[config.mk]
export PLATFORM = sky130hd
export DESIGN_NAME = dmem_ctrl
export DESIGN_NICKNAME = d
export VERILOG_FILES = /design/src/rtl/dmem_ctrl.sv
export SDC_FILE = /design/constraint.sdc
export NUM_CORES = 1
export LEC_CHECK = 0
export CAP_MARGIN = 0
export CORE_MARGIN = 4
export CORE_UTILIZATION = 40
export CTS_BUF_LIST = sky130_fd_sc_hd__clkbuf_16
export DETAILED_ROUTE_END_ITERATION = 10
export DONT_BUFFER_PORTS = 1
export HOLD_SLACK_MARGIN = 0.08
export PLACE_DENSITY = 0.66
export REMOVE_ABC_BUFFERS = 1
export SETUP_SLACK_MARGIN = 0.3
export SLEW_MARGIN = 20
export SYNTH_ARGS = -nofsm -noshare
export SYNTH_HDL_FRONTEND = slang
export SYNTH_SLANG_ARGS = --single-unit
[constraint.sdc]
create_clock -name clk -period 5.23 [get_ports clk]
set_clock_uncertainty 0.2 [all_clocks]
set_input_delay 0.2615 -clock clk [delete_from_list [all_inputs] [get_ports clk]]
set_output_delay 0.2615 -clock clk [all_outputs]
set_load 0.005 [all_outputs]
[src/rtl/dmem_ctrl.sv]
// Data-memory responder: turns MEM-stage word requests into byte accesses on a byte-wide RAM.
// Optional one-word read buffer enabled by defining DMEM_CTRL_RBUF_EN.
module dmem_ctrl #(
  parameter int ADDR_W = 17,
  parameter int RD_LAT = 1
) (
  input  logic              clk,
  input  logic              rst,
  input  logic              mem_r_enable_i,
  input  logic              mem_w_enable_i,
  input  logic [3:0]        mem_w_mask_i,
  input  logic [31:0]       mem_w_data_i,
  input  logic [31:0]       mem_addr_i,
  output logic [31:0]       mem_r_data_o,
  output logic              mem_busy_o,
  output logic              mem_done_o,
  output logic              ram_en_o,
  output logic              ram_we_o,
  output logic [ADDR_W-1:0] ram_addr_o,
  output logic [7:0]        ram_wdata_o,
  input  logic [7:0]        ram_rdata_i
);

  typedef enum logic [1:0] {IDLE, RD, WR, DONE} state_t;

  state_t              state_q;
  logic [ADDR_W-3:0]   addr_q;
  logic [3:0]          mask_q;
  logic [31:0]         wdata_q;
  logic [31:0]         word_q;
  logic [2:0]          cyc_q;
  logic [31:0]         rdata_q;
  logic                busy_q;
  logic                done_q;
  logic                en_q;
  logic                we_q;
  logic [ADDR_W-1:0]   raddr_q;
  logic [7:0]          wbyte_q;

  logic [ADDR_W-3:0]   req_tag;
  logic [1:0]          acc_lane;
  logic [1:0]          nxt_lane;
  logic [2:0]          cap_lane;
  logic                cap_vld;
  logic                rbuf_hit;
  logic                unused_addr;

  function automatic logic [1:0] low_lane(input logic [3:0] m);
    if (m[0])      return 2'd0;
    else if (m[1]) return 2'd1;
    else if (m[2]) return 2'd2;
    else           return 2'd3;
  endfunction

  assign req_tag     = mem_addr_i[ADDR_W-1:2];
  assign acc_lane    = low_lane(mem_w_mask_i);
  assign nxt_lane    = low_lane(mask_q);
  // Lane k's byte is due RD_LAT-1 cycles after it is issued; cyc_q counts RD cycles from 1.
  assign cap_lane    = cyc_q - 3'(RD_LAT);
  assign cap_vld     = (cyc_q >= 3'(RD_LAT));
  assign unused_addr = ^{mem_addr_i[31:ADDR_W], mem_addr_i[1:0]};

`ifdef DMEM_CTRL_RBUF_EN
  // The buffered word always equals rdata_q: both are loaded together and writes touch neither.
  logic              rbuf_vld_q;
  logic [ADDR_W-3:0] rbuf_tag_q;
  assign rbuf_hit = rbuf_vld_q && (rbuf_tag_q == req_tag);
`else
  assign rbuf_hit = 1'b0;
`endif

  always_ff @(posedge clk or posedge rst) begin
    if (rst) begin
      state_q <= IDLE;
      addr_q  <= '0;
      mask_q  <= '0;
      wdata_q <= '0;
      word_q  <= '0;
      cyc_q   <= '0;
      rdata_q <= '0;
      busy_q  <= 1'b0;
      done_q  <= 1'b0;
      en_q    <= 1'b0;
      we_q    <= 1'b0;
      raddr_q <= '0;
      wbyte_q <= '0;
`ifdef DMEM_CTRL_RBUF_EN
      rbuf_vld_q <= 1'b0;
      rbuf_tag_q <= '0;
`endif
    end else begin
      case (state_q)
        IDLE: begin
          done_q <= 1'b0;
          if (mem_w_enable_i) begin
            addr_q  <= req_tag;
            wdata_q <= mem_w_data_i;
`ifdef DMEM_CTRL_RBUF_EN
            if (rbuf_tag_q == req_tag) rbuf_vld_q <= 1'b0;
`endif
            if (mem_w_mask_i == 4'b0000) begin
              state_q <= DONE;
              done_q  <= 1'b1;
            end else begin
              state_q <= WR;
              busy_q  <= 1'b1;
              en_q    <= 1'b1;
              we_q    <= 1'b1;
              raddr_q <= {req_tag, acc_lane};
              wbyte_q <= mem_w_data_i[{acc_lane, 3'b000} +: 8];
              mask_q  <= mem_w_mask_i & ~(4'b0001 << acc_lane);
            end
          end else if (mem_r_enable_i) begin
            addr_q <= req_tag;
            if (rbuf_hit) begin
              state_q <= DONE;
              done_q  <= 1'b1;
            end else begin
              state_q <= RD;
              busy_q  <= 1'b1;
              en_q    <= 1'b1;
              we_q    <= 1'b0;
              raddr_q <= {req_tag, 2'd0};
              cyc_q   <= 3'd1;
            end
          end
        end

        RD: begin
          cyc_q <= cyc_q + 3'd1;
          if (cyc_q < 3'd4) begin
            en_q    <= 1'b1;
            raddr_q <= {addr_q, cyc_q[1:0]};
          end else begin
            en_q <= 1'b0;
          end
          if (cap_vld) begin
            word_q[{cap_lane[1:0], 3'b000} +: 8] <= ram_rdata_i;
            if (cap_lane == 3'd3) begin
              rdata_q <= {ram_rdata_i, word_q[23:0]};
              state_q <= DONE;
              busy_q  <= 1'b0;
              done_q  <= 1'b1;
              en_q    <= 1'b0;
`ifdef DMEM_CTRL_RBUF_EN
              rbuf_vld_q <= 1'b1;
              rbuf_tag_q <= addr_q;
`endif
            end
          end
        end

        WR: begin
          if (mask_q == 4'b0000) begin
            state_q <= DONE;
            busy_q  <= 1'b0;
            done_q  <= 1'b1;
            en_q    <= 1'b0;
            we_q    <= 1'b0;
          end else begin
            raddr_q <= {addr_q, nxt_lane};
            wbyte_q <= wdata_q[{nxt_lane, 3'b000} +: 8];
            mask_q  <= mask_q & ~(4'b0001 << nxt_lane);
          end
        end

        default: begin
          state_q <= IDLE;
          done_q  <= 1'b0;
          busy_q  <= 1'b0;
        end
      endcase
    end
  end

  assign mem_r_data_o = rdata_q;
  assign mem_busy_o   = busy_q;
  assign mem_done_o   = done_q;
  assign ram_en_o     = en_q;
  assign ram_we_o     = we_q;
  assign ram_addr_o   = raddr_q;
  assign ram_wdata_o  = wbyte_q;

endmodule

==> impl_metrics.env <==
export IMPL_route_detailed_drc=0
export IMPL_ys_types=47
export IMPL_worstSetupEndpointType="flop"
export IMPL_worstPathRequired_ns=5.33
export IMPL_fmax_mhz=312
export IMPL_total_power_mw=5.22
export IMPL_synth_seq_area_share_pct=53.5
export IMPL_multi_input_area_mm2=0.00284
export IMPL_vias_per_cell=5.46
export IMPL_cp_arrival_ns=3.30
export IMPL_worstHoldPathType="input pin to flop"
export IMPL_grtUsageTotal_pct=18.3
export IMPL_tns_ns=0
export IMPL_crit_path_start_kind="flop"
export IMPL_cp_top_family="simple AND/OR/NAND/NOR gates"
export IMPL_wl_per_cell_um=19.3
export IMPL_drt_pass1_iter_count=4
export IMPL_intPower_mw=3.48
export IMPL_core_area_mm2=0.0160
export IMPL_regArea_mm2=0.00353
export IMPL_die_h_um=136
export IMPL_clock_latency_ns=0.42
export IMPL_netlist_instances=550
export IMPL_grt_max_degree=88
export IMPL_finalNonFillerCells=846
export IMPL_wl_met1_mm=6.77
export IMPL_tightest_slew_ns=1.08
export IMPL_reg2regPathDepth=7
export IMPL_powerDensity_mw_per_mm2=642
export IMPL_p_seq_share_pct=39.3
export IMPL_timing_rr_end="ram_addr_o[9]"
export IMPL_setup_viol_count_final=0
export IMPL_synth_area_per_cell_um2=12.0
export IMPL_cp_slowest_cell="and4b_1"
export IMPL_p_leak_nw=3.50
export IMPL_drive_gt1_share_pct=24.6
export IMPL_grt_pass1_wl_mm=26.5
export IMPL_port_buffers=0
export IMPL_p_comb_share_pct=35.9
export IMPL_netlist_area_mm2=0.00660
export IMPL_pin_count=141
export IMPL_clkSinkCount=141
export IMPL_dieWidth_um=136
export IMPL_cp_num_buf_inv=2
export IMPL_route_top_layer_used="met4"
export IMPL_ant_nets=0
export IMPL_reg2reg_slack_ns=2.03
export IMPL_overflow=0
export IMPL_place_inst=740
export IMPL_cts_tree="built"
export IMPL_ys_warn_count=0
export IMPL_dieArea_mm2=0.0186
export IMPL_start_util_pct=41.2
export IMPL_wl_mm=16.4
export IMPL_synth_edf_count=0
export IMPL_fin_crit_sh_pct=61.2
export IMPL_nFillCells=1410
export IMPL_detailedPlace_worstSlack_ns=2.03
export IMPL_synthFlopType="dfrtp_1"
export IMPL_path_cells="inv_1 > ha_1 > and2_1 > buf_4 > nand2_2 > and4b_1 > mux2_2"
export IMPL_wl_met2_mm=8.10
export IMPL_cts_root_buf="clkbuf_16"
export IMPL_clockBufferDepth=2
export IMPL_gp_congestion=0.803
export IMPL_vias=4619
export IMPL_slew_violations=0
export IMPL_dp_hpwl_mm=10.3
export IMPL_finalHoldViolCount=0
export IMPL_async_flop_share_pct=100
export IMPL_max_stage_delay_ns=0.93
export IMPL_grt_pass1_vias=5061
export IMPL_cts_buffers=17
export IMPL_vdd_drop_max_mv=0.260
export IMPL_worstHoldPathCells=4
export IMPL_dr_wl_met3_mm=1.15
export IMPL_netSwitchingPower_mw=1.73
export IMPL_critical_path_class="flop to flop"
export IMPL_worstReg2RegStart="state_q[0]"
export IMPL_period_needed_ns=3.20
export IMPL_ctsHtreeMaxLevel=4
export IMPL_maxCapViolations=0
export IMPL_finalNetCount=708
export IMPL_drt_iter0_markers=236
export IMPL_status="finished, final reports clean"
export IMPL_power_share_switching_pct=33.2
export IMPL_clk_pin_slew_ns=0.06
export IMPL_layout_setup_ws_ns=2.03
export IMPL_syn_to_final_growth_pct=23.1
export IMPL_cp_max_fo=33
export IMPL_rsz0062_at_grt="no"
export IMPL_antenna_cells=0
export IMPL_clkPwrFrac_pct=24.8
export IMPL_ys_seq_elements=141
export IMPL_hp_start="mem_r_enable_i"
export IMPL_post_cts_setup_buffers=0
export IMPL_min_to="addr_q[13]"
export IMPL_row_count=46
export IMPL_whs_ns=0.105
export IMPL_antenna_found_initial=0
export IMPL_slew_limit_headroom_pct=27.7
## power by group through the flow
| stage | sequential [mW] | clock [mW] | combinational [mW] |
|---|---|---|---|
| 4_1_cts | 2.05 | 1.32 | 1.87 |
| 3_5_place_dp | 2.07 | 0 | 1.75 |
| 3_3_place_gp | 2.03 | 0 | 1.67 |
| 5_1_grt | 2.12 | 1.36 | 2.08 |
| 6_report | 2.05 | 1.29 | 1.87 |
| 2_1_floorplan | 1.91 | 0 | 1.44 |
## what timing repair did
| action | 4_1_cts | 5_1_grt |
|---|---|---|
| resized for setup | 0 | 0 |
| hold buffers | 74 | 0 |
| endpoints found under the setup margin | 0 | 0 |
| hold endpoints to repair | 198 | 0 |
## synth_stat cells (all sizes together), types with 3 or more instances
cell    instances  share of area, %
o211ai         18               2.0
nand2          68               3.9
o21ai          38               2.9
a32oi           8               1.1
ha             11               2.1
nand2b         18               1.8
mux2          116                20
nor2b           6              0.57
o41ai           3              0.40
nand3           6              0.46
a21oi          16               1.2
inv            18               1.0
buf            14               1.4
nor2            8              0.49
clkbuf         17              0.97
a22o           16               2.1
dfrtp         141                53
## layout make-up
cell class | count | share of cell area [%]
inverter | 19 | 0.939
multi-input combinational | 359 | 35.0
sequential | 141 | 43.4
clock inverter | 15 | 2.53
timing repair buffer | 79 | 9.58
clock buffer | 17 | 5.24
tap | 216 | 3.33
## placed cells by master, fill, tap and decap left out, types with 5 or more instances in the layout
master	n
a21oi_1	16
a22o_1	16
a32oi_1	8
buf_4	5
bufinv_16	5
clkbuf_16	17
dfrtp_1	141
dlygate4sd3_1	74
ha_1	11
inv_1	20
mux2_2	106
mux2_4	10
nand2_1	67
nand2b_1	17
nand3_1	6
nor2_1	7
nor2b_1	6
o211ai_1	18
o21ai_0	37
## layer usage
layer	vias to the layer above	GRT usage (%)
met3	27	6.11
met2	145	31.0
li1	2105	-
met4	0	7.28
met5	-	0
met1	2342	21.4
## registers in the layout (all words and copies together), names as in the netlist
name / flops
cyc_q: 3
ram_en_o: 1
mem_done_o: 1
mask_q: 4
ram_we_o: 1
ram_wdata_o: 8
word_q: 24
mem_busy_o: 1
addr_q: 15
wdata_q: 32
mem_r_data_o: 32
ram_addr_o: 17
state_q: 2
## logic make-up after synthesis
kind of cell / Yosys count / synth area share [%]
adder cells (fa/ha/maj): 11 / 2.09
AND/OR/NAND/NOR: 116 / 8.59
multiplexers: 117 / 20.5
flip-flops: 141 / 53.5
AO/OA/AOI/OAI: 114 / 11.7
buffers and inverters: 50 / 3.49
XOR/XNOR: 1 / 0.133
## worst max path at each step
stage	from	to	slack [ns]	cells after the start
floorplan	rst	addr_q[0]	0.99	1
global placement	state_q[0]	ram_addr_o[10]	2.14	7
detailed placement	state_q[0]	ram_addr_o[9]	2.03	7
CTS	state_q[0]	ram_addr_o[9]	2.02	7
global route	state_q[0]	ram_addr_o[13]	1.89	7
finish	state_q[0]	ram_addr_o[9]	2.03	7
## tightest hold or removal path: stages
cell and delay, ns:
o21ai_1 0.04, buf_4 0.20, nand2_1 0.08, o21ai_0 0.08
## stage by stage
step | area, um2 | util, %
finish | 8120 | 50.8
global route | 8120 | 50.8
CTS | 8120 | 50.8
detailed placement | 6750 | 42.2
global placement | 6750 | 42.2
floorplan | 6440 | -
(Power assumes the default switching activity.)
